$ cat src/rtl/dmem_bridge_pkg.sv
// Shared types for the data-memory bridge: decoded ops, bridge FSM states, bus size codes.
package dmem_bridge_pkg;

  typedef enum logic [3:0] {
    OP_NOP,
    OP_LB,
    OP_LBU,
    OP_LH,
    OP_LHU,
    OP_LW,
    OP_SB,
    OP_SH,
    OP_SW
  } decoded_op_t;

  typedef enum logic [1:0] {
    IDLE,
    REQ,
    WAIT,
    HOLD
  } dmem_state_t;

  typedef enum logic [1:0] {
    DSIZE_BYTE = 2'd0,
    DSIZE_HALF = 2'd1,
    DSIZE_WORD = 2'd2
  } dsize_t;

  // Bus size from the lane-enable mask; anything wider than a half is a word.
  function automatic logic [1:0] size_from_mask(input logic [3:0] mask);
    dsize_t s;
    case (mask)
      4'b0001, 4'b0010, 4'b0100, 4'b1000: s = DSIZE_BYTE;
      4'b0011, 4'b1100:                   s = DSIZE_HALF;
      default:                            s = DSIZE_WORD;
    endcase
    return s;
  endfunction

endpackage

$ cat src/rtl/dmem_bridge_load_align.sv
// Combinational load alignment: picks the byte/half addressed by addr and extends it per op.
module load_align
  import dmem_bridge_pkg::*;
#(
  parameter int unsigned DATA_W = 32
) (
  input  logic [1:0]        addr,
  input  decoded_op_t       op,
  input  logic [DATA_W-1:0] raw,
  output logic [DATA_W-1:0] rd
);

  logic [7:0]  lane_b;
  logic [15:0] lane_h;

  always_comb begin
    case (addr)
      2'd0:    lane_b = raw[7:0];
      2'd1:    lane_b = raw[15:8];
      2'd2:    lane_b = raw[23:16];
      default: lane_b = raw[31:24];
    endcase
    lane_h = addr[1] ? raw[31:16] : raw[15:0];
  end

  always_comb begin
    rd = '0;
    case (op)
      OP_LB:   rd = {{(DATA_W-8){lane_b[7]}}, lane_b};
      OP_LBU:  rd = {{(DATA_W-8){1'b0}}, lane_b};
      OP_LH:   rd = {{(DATA_W-16){lane_h[15]}}, lane_h};
      OP_LHU:  rd = {{(DATA_W-16){1'b0}}, lane_h};
      OP_LW:   rd = raw;
      default: rd = '0;
    endcase
  end

endmodule

$ cat src/rtl/dmem_bridge.sv
// Memory-stage to sram-like data bus bridge; one access outstanding, pipeline stalled while busy.
// Optional bus error reporting via `define DMEM_BUSERR_EN (adds d_err input and bus_err output).
module dmem_bridge
  import dmem_bridge_pkg::*;
#(
  parameter int unsigned ADDR_W = 32,
  parameter int unsigned DATA_W = 32
) (
  input  logic              clk,
  input  logic              reset,
  input  logic [3:0]        req_ren,
  input  logic [3:0]        req_wen,
  input  logic [ADDR_W-1:0] req_addr,
  input  logic [DATA_W-1:0] req_wd,
  input  decoded_op_t       req_op,
  input  logic              flush,
  input  logic              stall_in,
  output logic              stall_out,
  output logic [DATA_W-1:0] rd,
  output logic              rd_valid,
  output logic              d_req,
  output logic              d_wr,
  output logic [1:0]        d_size,
  output logic [ADDR_W-1:0] d_addr,
  output logic [DATA_W-1:0] d_wdata,
  input  logic              d_addr_ok,
  input  logic              d_data_ok,
  input  logic [DATA_W-1:0] d_rdata
`ifdef DMEM_BUSERR_EN
  ,
  input  logic              d_err,
  output logic              bus_err
`endif
);

  dmem_state_t       state, state_next;
  logic              cancel;
  logic [ADDR_W-1:0] addr_q;
  logic [DATA_W-1:0] wd_q;
  decoded_op_t       op_q;
  logic [1:0]        size_q;
  logic              wr_q;
  logic [DATA_W-1:0] rd_q;
  logic [DATA_W-1:0] aligned;
  logic              access;
  logic              accept;
  logic              done;
  logic              cancel_now;

  assign access     = (|req_ren) | (|req_wen);
  assign accept     = (state == IDLE) && access && !flush;
  assign done       = ((state == REQ) && d_addr_ok && d_data_ok) ||
                      ((state == WAIT) && d_data_ok);
  // A flush landing in the completing cycle cancels just like an earlier one.
  assign cancel_now = cancel || flush;

  load_align #(.DATA_W(DATA_W)) u_load_align (
    .addr (addr_q[1:0]),
    .op   (op_q),
    .raw  (d_rdata),
    .rd   (aligned)
  );

  always_ff @(posedge clk) begin
    if (reset) state <= IDLE;
    else       state <= state_next;
  end

  always_comb begin
    state_next = state;
    case (state)
      IDLE: if (accept) state_next = REQ;
      REQ: begin
        if (d_addr_ok) begin
          if (!d_data_ok)     state_next = WAIT;
          else if (cancel_now) state_next = IDLE;
          else                state_next = HOLD;
        end
      end
      WAIT: if (d_data_ok) state_next = cancel_now ? IDLE : HOLD;
      HOLD: if (flush || !stall_in) state_next = IDLE;
      default: state_next = IDLE;
    endcase
  end

  always_comb begin
    stall_out = 1'b0;
    rd_valid  = 1'b0;
    d_req     = 1'b0;
    case (state)
      IDLE: stall_out = accept;
      REQ: begin
        stall_out = 1'b1;
        d_req     = 1'b1;
      end
      WAIT: stall_out = 1'b1;
      HOLD: rd_valid = !flush;
      default: ;
    endcase
  end

  always_ff @(posedge clk) begin
    if (reset) begin
      cancel <= 1'b0;
      addr_q <= '0;
      wd_q   <= '0;
      op_q   <= OP_NOP;
      size_q <= '0;
      wr_q   <= 1'b0;
      rd_q   <= '0;
    end else begin
      if (accept) begin
        addr_q <= req_addr;
        wd_q   <= req_wd;
        op_q   <= req_op;
        size_q <= size_from_mask(req_ren | req_wen);
        wr_q   <= |req_wen;
        cancel <= 1'b0;
      end else if ((state == REQ) || (state == WAIT)) begin
        if (done)       cancel <= 1'b0;
        else if (flush) cancel <= 1'b1;
      end
      if (done && !cancel_now) rd_q <= aligned;
    end
  end

  assign rd      = rd_q;
  assign d_wr    = wr_q;
  assign d_size  = size_q;
  assign d_addr  = addr_q;
  assign d_wdata = wd_q;

`ifdef DMEM_BUSERR_EN
  logic err_q;

  always_ff @(posedge clk) begin
    if (reset)       err_q <= 1'b0;
    else if (accept) err_q <= 1'b0;
    else if (done)   err_q <= d_err;
  end

  assign bus_err = rd_valid && err_q;
`endif

endmodule

$ cat config.mk
export PLATFORM = sky130hd
export DESIGN_NAME = dmem_bridge
export DESIGN_NICKNAME = d
export VERILOG_FILES = /design/src/rtl/dmem_bridge_pkg.sv /design/src/rtl/dmem_bridge_load_align.sv /design/src/rtl/dmem_bridge.sv
export SDC_FILE = /design/constraint.sdc
export NUM_CORES = 1
export LEC_CHECK = 0
export CAP_MARGIN = 20
export CELL_PAD_IN_SITES_DETAIL_PLACEMENT = 1
export CELL_PAD_IN_SITES_GLOBAL_PLACEMENT = 1
export CORE_MARGIN = 2
export CORE_UTILIZATION = 31
export DETAILED_ROUTE_END_ITERATION = 12
export GPL_ROUTABILITY_DRIVEN = 0
export PLACE_DENSITY_LB_ADDON = 0.1
export SLEW_MARGIN = 20
export SYNTH_ARGS = -nofsm -noshare
export SYNTH_HDL_FRONTEND = slang
export SYNTH_SLANG_ARGS = --single-unit
export TNS_END_PERCENT = 50
$ cat constraint.sdc
create_clock -name clk -period 6.8 [get_ports clk]
set_input_delay 2.04 -clock clk [delete_from_list [all_inputs] [get_ports clk]]
set_output_delay 2.04 -clock clk [all_outputs]
set_load 0.05 [all_outputs]
==> flow_summary.toml, run 1 <==
[outcome]
status = "finished, final reports clean"

[place]
pre_cts_slack_ns = 1.061
portBuffers = 215
place_inst = 916
hpwl_um = 11990
dpl-instance-area_mm2 = 0.006830

[global_route]
grt_max_degree = 75
grt_pass1_vias = 4936
grt_pass1_wl_um = 25850
antenna_found_initial = 0
gr-usage-all-layers_pct = 20.49
overflow = 0

[routing]
met1Wirelength_um = 6607
drtIter0Drc = 176
viasPerCell = 5.079
vias = 4734
wl_per_cell_um = 17.47
top_layer_used = "met4"
dr.pass1.iters = 4
ant_nets = 0
drc = 0
wl_um = 16280
wl_met2_um = 7891
met3_length_um = 1417

[worst_setup_path]
crit_fanout = 3
rr_worst_depth = 6
reg2reg_from = "state[1]"
endpoint_kind = "output port"
startpoint = "req_ren[0]"
r2r_slack_ns = 4.33
cp-endpoint = "stall_out"
arrival_ns = 3.71
startpoint_type = "primary input"
timing.rr.end = "rd[31]"
worstPathRequired_ns = 4.76
worstSetupPathType = "primary input to output port"

[layout]
fill_cells = 1685
fin_util_pct = 49.25
nets = 862
drive_gt1_share_pct = 6.684
n_antenna_cell = 0
stdcell_area_mm2 = 0.007131
areaGrowthSynthToFinish_pct = 55.58
stdcell_count = 932

[synthesis]
ys_warn_count = 0
synthArstFlopShare_pct = 0
yosysUniqueCellTypes = 49
syn_nets = 674
synth_seq_cells = 106
ys.flop_type = "dfxtp_1"
synthCells = 555
yosysTopAreaCellShare_pct = 46.30
syn_avg_cell_area_um2 = 8.258
netlist_area_mm2 = 0.004583
synth_edf_count = 0
synth_common_cells = "164 x nand2_1, 106 x dfxtp_1, 82 x a21oi_1"
synth_area_leaders = "dfxtp_1 46%, nand2_1 13%, a21oi_1 9.0%, mux2_2 3.9%, a22o_1 3.1%"
yosys.cell_count.top_type = "nand2_1"
ys_seq_area_share_pct = 46.30
yosysTopAreaCell = "dfxtp_1"

[sta]
fin_crit_ns = 5.748
timing.final.ws_setup_ns = 1.052
hold_viol = 0
fin_crit_sh_pct = 84.53
worst_slew_pin_slew_ns = 0.9592
relSlewSlack_pct = 35.66
fmax_ghz = 0.1740
slew_violations = 0
rsz0062_at_grt = "no"
fin_skew_ns = 0.005895
setup_viol = 0
setup_tns_ns = 0
holdWs_ns = 0.4522

[clock_network]
cts_htree_levels = 3
cts-root-buf = "clkbuf_16"
cts_post_setup_buffers_inserted = 0
cts_tree = "done"
clock_sinks = 106
cts_buffers = 9
ctsResizeCount = 0
holdBufCountCts = 0
clock_latency_ns = 0.36
clockBufferDepth = 2
cts.clk_slew.worst_paths_ns = 0.07

[die]
fp.dieH_um = 125.6
start_util_pct = 31.65
num_rows = 44
dieArea_mm2 = 0.01577
core_area_mm2 = 0.01448
ioPinCount = 216
die_w_um = 125.6

[hold_path]
min_path_type = "register to register"

[flow_run]
max_cap_violations = 0

[power_and_ir_drop]
power_density_mw_per_mm2 = 291.4
totalPowerFinal_mw = 2.078
p_leak_nw = 2.511
vdd_drop_max_mv = 0.2078
==> how the worst min path moves through the flow <==
stage / from / to / slack (ns) / cells past startpoint
2_1_floorplan: state[1] / state[1] / 0.51 / 2
3_3_place_gp: d_addr[15] / d_addr[15] / 0.44 / 2
3_5_place_dp: d_addr[4] / d_addr[4] / 0.45 / 2
4_1_cts: d_addr[11] / d_addr[11] / 0.46 / 2
5_1_grt: d_wdata[16] / d_wdata[16] / 0.48 / 2
6_report: d_addr[13] / d_addr[13] / 0.45 / 2
==> power by group <==
| group | total, mW | internal [mW] | switching [mW] | leakage [nW] |
|---|---|---|---|---|
| registers | 0.742 | 0.691 | 0.0511 | 0.866 |
| clock network | 0.531 | 0.295 | 0.236 | 0.149 |
| logic | 0.805 | 0.291 | 0.514 | 1.50 |
| total | 2.08 | 1.28 | 0.801 | 2.51 |
==> worst max-delay path, stage by stage <==
cell,delay (ns)
clkdlybuf4s50_1,0.46
or4_1,0.64
o21a_2,0.24
nor2_1,0.09
nor2_1,0.08
buf_12,0.15
==> layout make-up <==
type / count / area [um^2] / area share (%)
Clock inverter: 5 / 53.80 / 0.7545
Inverter: 4 / 15.01 / 0.2106
Multi-Input combinational cell: 402 / 2272 / 31.87
Timing Repair Buffer: 220 / 2195 / 30.78
Sequential cell: 106 / 2122 / 29.76
Tap cell: 184 / 230.2 / 3.229
Clock buffer: 11 / 242.7 / 3.404
==> sequential cells by signal, indices dropped and copies added, names as in the netlist <==
signal / count
d_wdata: 32
d_size: 2
cancel: 1
d_wr: 1
d_addr: 32
op_q: 4
state: 2
rd: 32
==> placed cells by master (no fill, tap or decap), drive strengths merged, types with 2 or more instances in the layout <==
cell | netlist | routed
nor4 | 3 | 3
clkbuf | 22 | 11
o21a | 2 | 2
buf | 21 | 7
nand3 | 9 | 9
clkinv | 0 | 4
nor2 | 16 | 16
nor3 | 3 | 3
a211oi | 10 | 10
o221ai | 2 | 2
o2bb2ai | 2 | 2
mux2 | 16 | 16
and3 | 2 | 2
o22ai | 7 | 7
or4 | 3 | 3
nor4bb | 2 | 2
xnor2 | 2 | 2
dfxtp | 106 | 106
o21ai | 17 | 17
a21oi | 83 | 83
nand2 | 164 | 164
a221oi | 9 | 9
or3b | 2 | 2
inv | 4 | 4
nor3b | 2 | 2
a2bb2oi | 7 | 7
ha | 5 | 5
clkdlybuf4s50 | 0 | 213
a21o | 2 | 2
a22o | 16 | 16
nor4b | 3 | 3
nor2b | 3 | 3
==> metal layers <==
metal  vias up  global-route usage [%]
met5         -                       0
met4         0                   6.340
met3        27                   9.200
met2       153                   34.69
met1      2250                   23.14
li1       2304                       -
==> kinds of logic (layout without fill, tap and decap cells) <==
| logic type | Yosys count | count (layout) | share of synthesized area, % |
|---|---|---|---|
| DFF | 106 | 106 | 46.30 |
| AOI/OAI and AO/OA | 162 | 162 | 22.20 |
| and+or+nand+nor | 215 | 215 | 20.39 |
| xor gates and xnor gates | 2 | 2 | 0.3823 |
| buffers and inverters | 47 | 240 | 4.723 |
| muxes | 18 | 18 | 4.641 |
| adders and majority gates | 5 | 5 | 1.365 |
Note: power is estimated with default switching activity, not from simulation.
==> run 2, diff against run 1 <==
Settings changed: CORE_UTILIZATION 31 to 26.
Clock period 6.8 ns to 4.9 ns, I/O delays scaled along.
==> run 2 against run 1 <==
Combinational power rose by 39%. Wire length rose by 3.2%. Power rose by 38%. Critical path depth did not move. Clock-buffer cell count rose by 1. Final cell count rose by 4.7%. Largest cell class unchanged. Highest routed layer unchanged.
==> flow_summary.toml, run 2 (synthesis gave the netlist of run 1 again) <==
[layout]
areaGrowthSynthToFinish_pct = 56.78
drive_gt1_share_pct = 7.067
final_cell_mix = "212 x clkdlybuf4s50_1, 164 x nand2_1, 106 x dfxtp_1"
nets = 864
final_common_cell = "clkdlybuf4s50_1"
stdcell_count = 976

[clock_network]
holdBufCountCts = 0
cts_tree = "done"
cts_post_setup_buffers_inserted = 0
cts_buffers = 9
clock_sinks = 106
cts.clk_slew.worst_paths_ns = 0.07
clock_latency_ns = 0.35
cts_htree_levels = 3
clockBufferDepth = 2
ctsResizeCount = 0
cts-root-buf = "clkbuf_16"

[place]
place_inst = 959
hpwl_um = 11940
portBuffers = 215

[sta]
slew_violations = 0
fin_skew_ns = 0.006597
fin_crit_ns = 4.564
relSlewSlack_pct = 33.90
worst_slew_pin_slew_ns = 0.9914
rsz0062_at_grt = "no"
setup_viol = 0
fin_crit_sh_pct = 93.15
setup_tns_ns = 0
hold_viol = 0
fmax_ghz = 0.2191

[routing]
drtIter0Drc = 170
ant_nets = 0
drc = 0
met3_length_um = 1483
wl_met2_um = 7838
wl_um = 16800
viasPerCell = 4.852
dr.pass1.iters = 4
top_layer_used = "met4"
met1Wirelength_um = 7220
wl_per_cell_um = 17.22
vias = 4736

[worst_setup_path]
worstSetupPathType = "primary input to output port"
crit_slowest_cell = "or4_1"
cp_cell_sequence = "clkdlybuf4s50_1 > or4_1 > o21a_2 > nor2_1 > nor2_1 > buf_12"
endpoint_kind = "output port"
startpoint_type = "primary input"
crit_buf_inv = 2
crit_fanout = 3
cp_slowest_stage_delay_ns = 0.62
crit_path_frequent_cell = "nor2_1"
crit_cells = 6
rr_worst_depth = 6
worstPathRequired_ns = 3.43
arrival_ns = 3.09
crit_family = "simple AND/OR/NAND/NOR gates"

[outcome]
status = "finished, final reports clean"

[global_route]
grt_pass1_wl_um = 25640
grt_max_degree = 89
overflow = 0
antenna_found_initial = 1
grt_pass1_vias = 4818
gr-usage-all-layers_pct = 17.62

[hold_path]
min_path_type = "register to register"
min_path_cells = 2

[die]
num_rows = 48
die_w_um = 136.8
fp.dieH_um = 136.8
core_area_mm2 = 0.01724
dieArea_mm2 = 0.01871
ioPinCount = 216
start_util_pct = 26.59

[power_and_ir_drop]
p_leak_nw = 2.513
power_density_mw_per_mm2 = 399.1
vdd_drop_max_mv = 0.3695

[flow_run]
max_cap_violations = 0
run 2: worst register-to-register path: stages (launching register included):
cell and delay (ns):
dfxtp_1 0.37, inv_1 0.11, ha_1 0.28, a21o_1 0.37, and2_1 0.45, and3_1 0.62, a22o_1 0.22
run 2: per-stage QoR:
| step | area, um^2 | utilization (%) | hold WS, ns | total power [mW] | setup slack, ns |
|---|---|---|---|---|---|
| floorplan | 4583 | - | 0.5065 | 1.760 | 0.6129 |
| global route | 7186 | 41.69 | 0.4684 | 3.026 | 0.2260 |
| finish | 7186 | 41.69 | 0.4514 | 2.868 | 0.3357 |
| detailed placement | 6897 | 40.01 | 0.4453 | 2.183 | 0.3275 |
| global placement | 6897 | 40.01 | 0.4372 | 2.164 | 0.3385 |
| CTS | 7179 | 41.65 | 0.4558 | 2.914 | 0.3221 |
run 2: final timing paths:
check,startpoint,slack (ns),end
max,req_wen[0],0.34,stall_out
max reg2reg,state[1],2.43,rd[27]
min reg2reg,d_wdata[8],0.45,d_wdata[8]
min,d_wdata[8],0.45,d_wdata[8]
run 2: layout make-up:
cell class,count,area [um^2]
antenna,1,2.502
clock buffer,12,256.5
clock inverter,4,26.28
fill,2025,10050
inverter,4,15.01
multi-input combinational,402,2272
sequential,106,2122
tap,225,281.5
timing repair buffer,222,2210
run 2: power breakdown:
group	total, mW	internal (mW)	switching, mW
registers	1.03	0.959	0.0715
logic	1.12	0.409	0.713
clock network	0.715	0.373	0.342
run 2: routing by layer:
| metal | track usage [%] | vias up |
|---|---|---|
| li1 | - | 2309 |
| met1 | 21.96 | 2264 |
| met2 | 28.42 | 146 |
| met3 | 6.370 | 17 |
| met4 | 5.498 | 0 |
| met5 | 0 | - |
